## src/rtl/dsp48a1_pkg.sv

```systemverilog
// Shared widths and OPMODE field encodings for the DSP48A1 slice.
package dsp48a1_pkg;

  localparam int unsigned AB_W = 18;
  localparam int unsigned M_W  = 36;
  localparam int unsigned P_W  = 48;
  localparam int unsigned OP_W = 8;

  // OPMODE bit positions
  localparam int unsigned OP_X_LSB    = 0;
  localparam int unsigned OP_Z_LSB    = 2;
  localparam int unsigned OP_B1_PRE   = 4;
  localparam int unsigned OP_CIN      = 5;
  localparam int unsigned OP_PRE_SUB  = 6;
  localparam int unsigned OP_POST_SUB = 7;

  localparam logic [1:0] X_ZERO = 2'd0;
  localparam logic [1:0] X_M    = 2'd1;
  localparam logic [1:0] X_P    = 2'd2;
  localparam logic [1:0] X_DAB  = 2'd3;

  localparam logic [1:0] Z_ZERO = 2'd0;
  localparam logic [1:0] Z_PCIN = 2'd1;
  localparam logic [1:0] Z_P    = 2'd2;
  localparam logic [1:0] Z_C    = 2'd3;

endpackage

```

## src/rtl/dsp48a1_pipe_reg.sv

```systemverilog
// One optionally-bypassed pipeline stage with clock enable and async reset.
module dsp48a1_pipe_reg #(
  parameter int unsigned WIDTH = 18,
  parameter bit          REG   = 1'b1
) (
  input  logic             clk,
  input  logic             rst,
  input  logic             ce,
  input  logic [WIDTH-1:0] d,
  output logic [WIDTH-1:0] q
);

  generate
    if (REG) begin : g_reg
      always_ff @(posedge clk or posedge rst) begin
        if (rst)     q <= '0;
        else if (ce) q <= d;
      end
    end else begin : g_bypass
      logic unused_ctrl;
      assign unused_ctrl = ^{clk, rst, ce};
      assign q = d;
    end
  endgenerate

endmodule

```

## src/rtl/dsp48a1_slice.sv

```systemverilog
// DSP48A1-style slice: pre-adder, 18x18 multiplier, X/Z muxes and 48-bit post-adder.
// Define DSP48A1_PCIN_CASCADE_EN to let Z code 1 select PCIN (otherwise it yields zero).
module dsp48a1_slice
  import dsp48a1_pkg::*;
#(
  parameter int unsigned A0REG       = 0,
  parameter int unsigned A1REG       = 1,
  parameter int unsigned B0REG       = 0,
  parameter int unsigned B1REG       = 1,
  parameter int unsigned CREG        = 1,
  parameter int unsigned DREG        = 1,
  parameter int unsigned MREG        = 1,
  parameter int unsigned PREG        = 1,
  parameter int unsigned CARRYINREG  = 1,
  parameter int unsigned CARRYOUTREG = 1,
  parameter int unsigned OPMODEREG   = 1,
  parameter string       CARRYINSEL  = "OPMODE5",
  parameter string       B_INPUT     = "DIRECT"
) (
  input  logic            clk,
  input  logic            RSTA,
  input  logic            RSTB,
  input  logic            RSTM,
  input  logic            RSTP,
  input  logic            RSTC,
  input  logic            RSTD,
  input  logic            RSTCARRYIN,
  input  logic            RSTOPMODE,
  input  logic            CEA,
  input  logic            CEB,
  input  logic            CEM,
  input  logic            CEP,
  input  logic            CEC,
  input  logic            CED,
  input  logic            CECARRYIN,
  input  logic            CEOPMODE,
  input  logic [AB_W-1:0] A,
  input  logic [AB_W-1:0] B,
  input  logic [AB_W-1:0] D,
  input  logic [AB_W-1:0] BCIN,
  input  logic [P_W-1:0]  C,
  input  logic [P_W-1:0]  PCIN,
  input  logic [OP_W-1:0] OPMODE,
  input  logic            CARRYIN,
  output logic [AB_W-1:0] BCOUT,
  output logic [M_W-1:0]  M,
  output logic [P_W-1:0]  P,
  output logic [P_W-1:0]  PCOUT,
  output logic            CARRYOUT,
  output logic            CARRYOUTF
);

  localparam bit CIN_EXT = (CARRYINSEL == "CARRYIN");
  localparam bit B_CASC  = (B_INPUT == "CASCADE");

  logic [AB_W-1:0] b_src, d_q, b0_q, a0_q, pre_sum, b1_d, b1_q, a1_q;
  logic [OP_W-1:0] op_q;
  logic [M_W-1:0]  m_d, m_q;
  logic [P_W-1:0]  c_q, x_mux, z_mux, p_q;
  logic [P_W:0]    post_sum;
  logic            cyi_d, cyi_q, cyo_q;

  assign b_src = B_CASC ? BCIN : B;

  dsp48a1_pipe_reg #(.WIDTH(AB_W), .REG(DREG != 0)) u_dreg (
    .clk(clk), .rst(RSTD), .ce(CED), .d(D), .q(d_q));
  dsp48a1_pipe_reg #(.WIDTH(AB_W), .REG(B0REG != 0)) u_b0reg (
    .clk(clk), .rst(RSTB), .ce(CEB), .d(b_src), .q(b0_q));
  dsp48a1_pipe_reg #(.WIDTH(AB_W), .REG(A0REG != 0)) u_a0reg (
    .clk(clk), .rst(RSTA), .ce(CEA), .d(A), .q(a0_q));
  dsp48a1_pipe_reg #(.WIDTH(P_W), .REG(CREG != 0)) u_creg (
    .clk(clk), .rst(RSTC), .ce(CEC), .d(C), .q(c_q));
  dsp48a1_pipe_reg #(.WIDTH(OP_W), .REG(OPMODEREG != 0)) u_opreg (
    .clk(clk), .rst(RSTOPMODE), .ce(CEOPMODE), .d(OPMODE), .q(op_q));

  // Pre-adder and B1 source select
  always_comb begin
    pre_sum = op_q[OP_PRE_SUB] ? (d_q - b0_q) : (d_q + b0_q);
    b1_d    = op_q[OP_B1_PRE] ? pre_sum : b0_q;
  end

  dsp48a1_pipe_reg #(.WIDTH(AB_W), .REG(B1REG != 0)) u_b1reg (
    .clk(clk), .rst(RSTB), .ce(CEB), .d(b1_d), .q(b1_q));
  dsp48a1_pipe_reg #(.WIDTH(AB_W), .REG(A1REG != 0)) u_a1reg (
    .clk(clk), .rst(RSTA), .ce(CEA), .d(a0_q), .q(a1_q));

  assign m_d = M_W'(a1_q) * M_W'(b1_q);

  dsp48a1_pipe_reg #(.WIDTH(M_W), .REG(MREG != 0)) u_mreg (
    .clk(clk), .rst(RSTM), .ce(CEM), .d(m_d), .q(m_q));

  assign cyi_d = CIN_EXT ? CARRYIN : op_q[OP_CIN];

  dsp48a1_pipe_reg #(.WIDTH(1), .REG(CARRYINREG != 0)) u_cyireg (
    .clk(clk), .rst(RSTCARRYIN), .ce(CECARRYIN), .d(cyi_d), .q(cyi_q));

  // X/Z operand selection and 49-bit post-adder; P feedback uses the registered P
  always_comb begin
    x_mux = '0;
    z_mux = '0;
    unique case (op_q[OP_X_LSB +: 2])
      X_ZERO:  x_mux = '0;
      X_M:     x_mux = P_W'(m_q);
      X_P:     x_mux = p_q;
      default: x_mux = {d_q[11:0], a1_q, b1_q};
    endcase
    unique case (op_q[OP_Z_LSB +: 2])
      Z_ZERO:  z_mux = '0;
      Z_PCIN: begin
`ifdef DSP48A1_PCIN_CASCADE_EN
        z_mux = PCIN;
`else
        z_mux = '0;
`endif
      end
      Z_P:     z_mux = p_q;
      default: z_mux = c_q;
    endcase
    if (op_q[OP_POST_SUB])
      post_sum = {1'b0, z_mux} - ({1'b0, x_mux} + (P_W+1)'(cyi_q));
    else
      post_sum = {1'b0, z_mux} + {1'b0, x_mux} + (P_W+1)'(cyi_q);
  end

`ifndef DSP48A1_PCIN_CASCADE_EN
  logic unused_pcin;
  assign unused_pcin = ^PCIN;
`endif

  dsp48a1_pipe_reg #(.WIDTH(P_W), .REG(PREG != 0)) u_preg (
    .clk(clk), .rst(RSTP), .ce(CEP), .d(post_sum[P_W-1:0]), .q(p_q));
  dsp48a1_pipe_reg #(.WIDTH(1), .REG(CARRYOUTREG != 0)) u_cyoreg (
    .clk(clk), .rst(RSTCARRYIN), .ce(CECARRYIN), .d(post_sum[P_W]), .q(cyo_q));

  assign BCOUT     = b1_q;
  assign M         = m_q;
  assign P         = p_q;
  assign PCOUT     = p_q;
  assign CARRYOUT  = cyo_q;
  assign CARRYOUTF = cyo_q;

endmodule

```

## config.mk

```make
export PLATFORM = sky130hd
export DESIGN_NAME = dsp48a1_slice
export DESIGN_NICKNAME = d
export VERILOG_FILES = /design/src/rtl/dsp48a1_pkg.sv /design/src/rtl/dsp48a1_pipe_reg.sv /design/src/rtl/dsp48a1_slice.sv
export SDC_FILE = /design/constraint.sdc
export NUM_CORES = 2
export LEC_CHECK = 0
export ABC_CLOCK_PERIOD_IN_PS = 13500
export CAP_MARGIN = 15
export CORE_UTILIZATION = 30
export CTS_CLUSTER_DIAMETER = 60
export DETAILED_ROUTE_END_ITERATION = 16
export GPL_TIMING_DRIVEN = 1
export PLACE_DENSITY_LB_ADDON = 0.08
export SLEW_MARGIN = 25
export SYNTH_ARGS = -nofsm -noshare
export SYNTH_HDL_FRONTEND = slang
export SYNTH_SLANG_ARGS = --single-unit
```

## constraint.sdc

```tcl
create_clock -name clk -period 13.5 [get_ports clk]
set_input_delay 2.7 -clock clk [delete_from_list [all_inputs] [get_ports clk]]
set_output_delay 2.7 -clock clk [all_outputs]
set_load 0.05 [all_outputs]
```

==> After elaboration in Yosys (flattened, before gate mapping) <==
Cells that the tools add are included.
{ "word_totals": {"output_inout_bits": 152, "word_cells": 28, "inputBits": 194, "regBits": 196} }
{ "classes": {"addsub": 6, "multipliers": 1, "eq_ne": 4, "mux": 5, "reduce_logical": 3} }
{ "ops": {"columns": ["cell", "count"], "rows": [
  ["$pmux 48 s3", 1],
  ["$pmux 48 s2", 1],
  ["$add 48x1->49", 1],
  ["$add 48x48->49", 1],
  ["$add 49x1->49", 1],
  ["$mux 49", 1],
  ["$sub 48x49->49", 1],
  ["$mul 18x18->36", 1],
  ["$mux 18", 2],
  ["$add 18x18->18", 1],
  ["$sub 18x18->18", 1],
  ["$eq 2x1->1 const B", 2],
  ["$eq 2x2->1 const B", 2],
  ["$logic_not 2->1", 2],
  ["$reduce_or 2->1", 1]
]} }

==> Logic depth before layout (Yosys ltp) <==
{ "logic_depth": {"word_depth": 6, "depth_mapped": 27, "ltp_nobuf": 24} }

==> By module <==
A second synthesis with hierarchy kept.
{ "hier_totals": {"hier_cells": 3081, "area_unflattened_um2": 28444.8} }
{ "modules_own_cells": {"columns": ["mod", "n_inst", "seq_area_each_um2", "cells_each", "area_per_inst_um2"], "rows": [
  ["dsp48a1_slice", 1, 0.0, 2623, 20352.0],
  ["dsp48a1_pipe_reg (u_creg ...)", 2, 1201.2, 102, 1864.3],
  ["dsp48a1_pipe_reg (u_a1reg ...)", 3, 450.4, 39, 725.7],
  ["dsp48a1_pipe_reg (u_mreg)", 1, 900.9, 77, 1493.9],
  ["dsp48a1_pipe_reg (u_opreg)", 1, 200.2, 18, 335.3],
  ["dsp48a1_pipe_reg (u_a0reg ...)", 2, 0.0, 18, 135.1],
  ["dsp48a1_pipe_reg (u_cyireg ...)", 2, 25.0, 3, 43.8]
]} }

==> Worst setup path after synthesis <==
Ideal clock, no wire load.
{ "synth_timing": {"path_kind": "register to register", "from": "reg u_b1reg.q[3]", "to": "reg u_mreg.q[30]", "t_arrival_ns": 6.937, "path_slack_ns": 6.438, "required_ns": 13.375, "period_less_slack_ns": 7.062, "setup_ns": 0.125, "n_path_buf": 2, "path_stages_with_launch": 26, "path_cell_list": "dfrtp_1 clkbuf_1 clkbuf_1 nand2_1 fa_1 fa_1 inv_1 fa_1 inv_1 fa_1 inv_1 fa_1 inv_1 fa_1 inv_1 ha_1 a21o_1 a2111o_1 a21o_1 a31oi_1 a2bb2oi_1 o21ai_1 a21o_1 a221oi_1 xnor2_1 mux2_2"} }
{ "synth_via": {"elab_chain_cells": 1} }
{ "synth_lines": {"columns": ["item", "line_no", "text"], "rows": [
  ["start: declaration", "dsp48a1_pipe_reg.sv:10", "output logic [WIDTH-1:0] q"],
  ["start signal: assignment", "dsp48a1_pipe_reg.sv:16", "if (rst) q <= '0;"],
  ["start signal: assignment", "dsp48a1_pipe_reg.sv:17", "else if (ce) q <= d;"],
  ["$mul 18x18->36", "dsp48a1_slice.sv:87", "assign m_d = M_W'(a1_q) * M_W'(b1_q);"],
  ["end signal: assignment", "dsp48a1_pipe_reg.sv:16", null],
  ["end signal: assignment", "dsp48a1_pipe_reg.sv:17", null],
  ["end: declaration", "dsp48a1_pipe_reg.sv:10", null]
]} }
Every way passes these cells.
A chain may end at the register's enable or synchronous reset.

==> Worst setup path in the final report <==
{ "layout_timing": {"from": "reg u_a1reg.q[9]", "to": "reg u_mreg.q[33]"} }
{ "layout_via": {"elab_chain_cells": 1} }
{ "layout_lines": {"columns": ["item", "line_no"], "rows": [
  ["start: declaration", "dsp48a1_pipe_reg.sv:10"],
  ["start signal: assignment", "dsp48a1_pipe_reg.sv:16"],
  ["start signal: assignment", "dsp48a1_pipe_reg.sv:17"],
  ["$mul 18x18->36", "dsp48a1_slice.sv:87"]
]} }
Every way passes these cells.

==> reports/metrics.csv <==
stage;metric;value;unit
clock_tree;cts_tree;done;
logic_synthesis;synth.distinct_cells;80;
floorplan;die_h;306;um
logic_synthesis;netlist_area;0.0278;sq mm
detailed_routing;vias;23100;
critical_path;crit_fanout;20;
clock_tree;post_cts_resized;0;
final_layout;final_util;34.9;%
critical_path;cp_data_required_time;13920;ps
logic_synthesis;syn_inst;3184;
final_layout;fin_area;0.0320;sq mm
floorplan;die_area;0.0938;sq mm
logic_synthesis;synthArstFlopShare;100;%
logic_synthesis;syn-num-nets;3906;
final_layout;drive_gt1_share;9.10;%
timing;rsz0062_at_grt;no;
min_path;worstHoldStart;u_creg.q[14];
clock_tree;post_cts_buffers;0;
detailed_routing;via_per_inst;5.12;
final_layout;antenna_cells;0;
logic_synthesis;ys_seq_elements;196;
timing;maxSlewViolCount;0;
status;outcome;complete, no violations;
timing;fin_crit;7590;ps
critical_path;worstSetupStartpointType;register;
critical_path;crit_path_end_kind;register;
placed_design;dpl_cell_area;0.0314;sq mm
timing;holdWs;504;ps
critical_path;critPathLaunch;u_a1reg.q[9];
logic_synthesis;dominantRegCellSynth;dfrtp_1;
grt;grt_pass1_wl;154;mm
logic_synthesis;seq_area_frac_synth;17.7;%
grt;first_global_vias;24500;
final_layout;areaGrowthSynthToFinish;15.2;%
detailed_routing;dr.pass1.iters;5;
floorplan;ios;346;
clock_tree;numCtsBuffers;17;
timing;fin_tns_setup;0;ps
logic_synthesis;syn_area_per_cell;8.72;sq um
clock_tree;cts.clk_slew.worst_paths;90;ps
detailed_routing;drt_first_iter_violations;1452;
timing;fin_worst_skew;26.9;ps
timing;period_share;56.2;%
floorplan;die_w;306;um
clock_tree;postCtsHoldBufs;0;
logic_synthesis;yosys_warnings;0;
critical_path;worst-setup-path-type;reg -> reg;
clock_tree;insertion_delay;530;ps
timing;finalHoldViolations;0;
timing;max_clock_freq;132;MHz
grt;gr-usage-all-layers;21.9;%
floorplan;core;0.0917;sq mm
placed_design;dp_hpwl;78.9;mm
grt;antenna_found_initial;4;
detailed_routing;ant_nets;0;
detailed_routing;routed_wl;100;mm
timing;tightestPinTransition;1100;ps
grt;grt-ovfl-total;0;
critical_path;worstPathArrival;8010;ps
floorplan;start_util;30.3;%
timing;relSlewSlack;25.4;%
min_path;min_path_type;reg -> reg;
grt;grt_start_max_net_pins;53;
placed_design;port_buffers;278;
clock_tree;cts_max_level;4;
critical_path;reg2reg_from;u_a1reg.q[9];
placed_design;gp_congestion;0.859;
clock_tree;clock_sinks;196;
clock_tree;clockBufferDepth;2;
timing;setup_viol;0;
job;drv_cap;0;
logic_synthesis;synth-edff-count;0;
detailed_routing;wire_per_inst;22.3;um
detailed_routing;drc;0;
floorplan;rows;111;
clock_tree;root_buffer;clkbuf_16;
final_layout;nets;4029;
-- final cells by class --
class / instances / area, sq um
Sequential cell: 196 / 4910
Clock inverter: 14 / 174
Inverter: 448 / 1680
Fill cell: 9568 / 59700
Tap cell: 1186 / 1480
Multi-Input combinational cell: 2321 / 20200
Clock buffer: 18 / 439
Timing Repair Buffer: 323 / 3110
-- placed cells by master (no fill, tap or decap), types with 12 or more instances in the layout --
master,instances
mux2_2,197
nand2_1,317
xnor2_1,100
inv_1,444
nand4_1,24
clkbuf_16,17
dfrtp_1,191
xor2_1,40
mux2i_1,35
a21o_1,56
and2_1,171
o31ai_1,17
and3_1,14
o21ai_0,82
buf_4,47
o21bai_1,26
a22o_1,36
nor4_1,13
nor2_1,139
a31oi_1,23
clkdlybuf4s50_1,275
nand2b_1,20
nor3_1,42
a21oi_1,212
a211oi_1,12
nor2b_1,33
fa_1,261
nand3_1,29
ha_1,267
o21a_1,19
-- metrics by stage --
stage	std cells	setup WS [ps]
after global routing	4506	5440
final	4506	5910
after detailed placement	4474	5920
after floorplan	3184	6440
after CTS	4506	5880
after global placement	4474	5890
-- worst paths after layout --
| check | to | slack (ps) | depth (start not counted) |
|---|---|---|---|
| max in group asynchronous | u_b1reg.q[11] | 10090 | 2 |
| setup reg to reg | u_mreg.q[33] | 5910 | 23 |
| hold reg to reg | u_creg.q[14] | 500 | 1 |
| min in group asynchronous | u_cyireg.q | 2410 | 2 |
| setup / recovery | u_mreg.q[33] | 5910 | 23 |
| hold / removal | u_creg.q[14] | 500 | 1 |
-- per-layer routing --
| metal | track usage (%) | up-vias | share of wire [%] |
|---|---|---|---|
| met5 | 0 | - | 0.013 |
| met3 | 3.90 | 75 | 5.3 |
| met1 | 30.2 | 11600 | 47 |
| met4 | 4.37 | 2 | 1.5 |
| li1 | - | 10700 | - |
| met2 | 35.6 | 632 | 46 |
-- worst max-delay path: stages (launching register included) --
cell and delay (ps):
dfrtp_1 970, nand2_1 170, fa_1 540, fa_1 540
inv_1 50, fa_1 490, inv_1 50, fa_1 520
inv_1 50, fa_1 470, inv_1 50, fa_1 470
inv_1 40, ha_1 380, nand4_1 150, a2111oi_0 580
nor4b_1 230, o31ai_1 500, a41oi_1 250, a21oi_1 310
a21o_1 160, a21oi_1 70, xnor2_1 160, mux2_2 270
-- synthesized netlist by cell type, drive strengths merged, types with 24 or more instances --
cell	count	area (sq um)
ha	267	3340
a21oi	213	1070
clkbuf	161	604
nand3	29	145
xor2	40	350
o21ai	92	460
a22o	36	315
dfrtp	196	4900
mux2i	35	350
o21bai	27	206
and2	171	1070
a21o	56	420
nand2	317	1190
buf	58	403
nor3	42	210
fa	261	5230
nand4	24	150
inv	447	1680
nor2	139	522
xnor2	100	876
nor2b	34	213
mux2	198	2230
-- kinds of logic after synthesis --
kind of cell,share of synthesized area (%)
fa+ha+maj,30.8
simple gates,14.7
compound gates,13.5
flops,17.7
xor+xnor,4.41
mux,9.29
buf+inv,9.68
-- sequential cells by signal, summed over array words and instances (netlist names) --
name        cells
u_dreg.q       18
u_cyireg.q      1
u_a1reg.q      18
u_mreg.q       36
u_preg.q       48
u_cyoreg.q      1
u_b1reg.q      18
u_creg.q       48
u_opreg.q       8
Power is left out: the tool's default activity adds up to more than one toggle a clock period on the data nets, which glitch-free logic cannot reach.
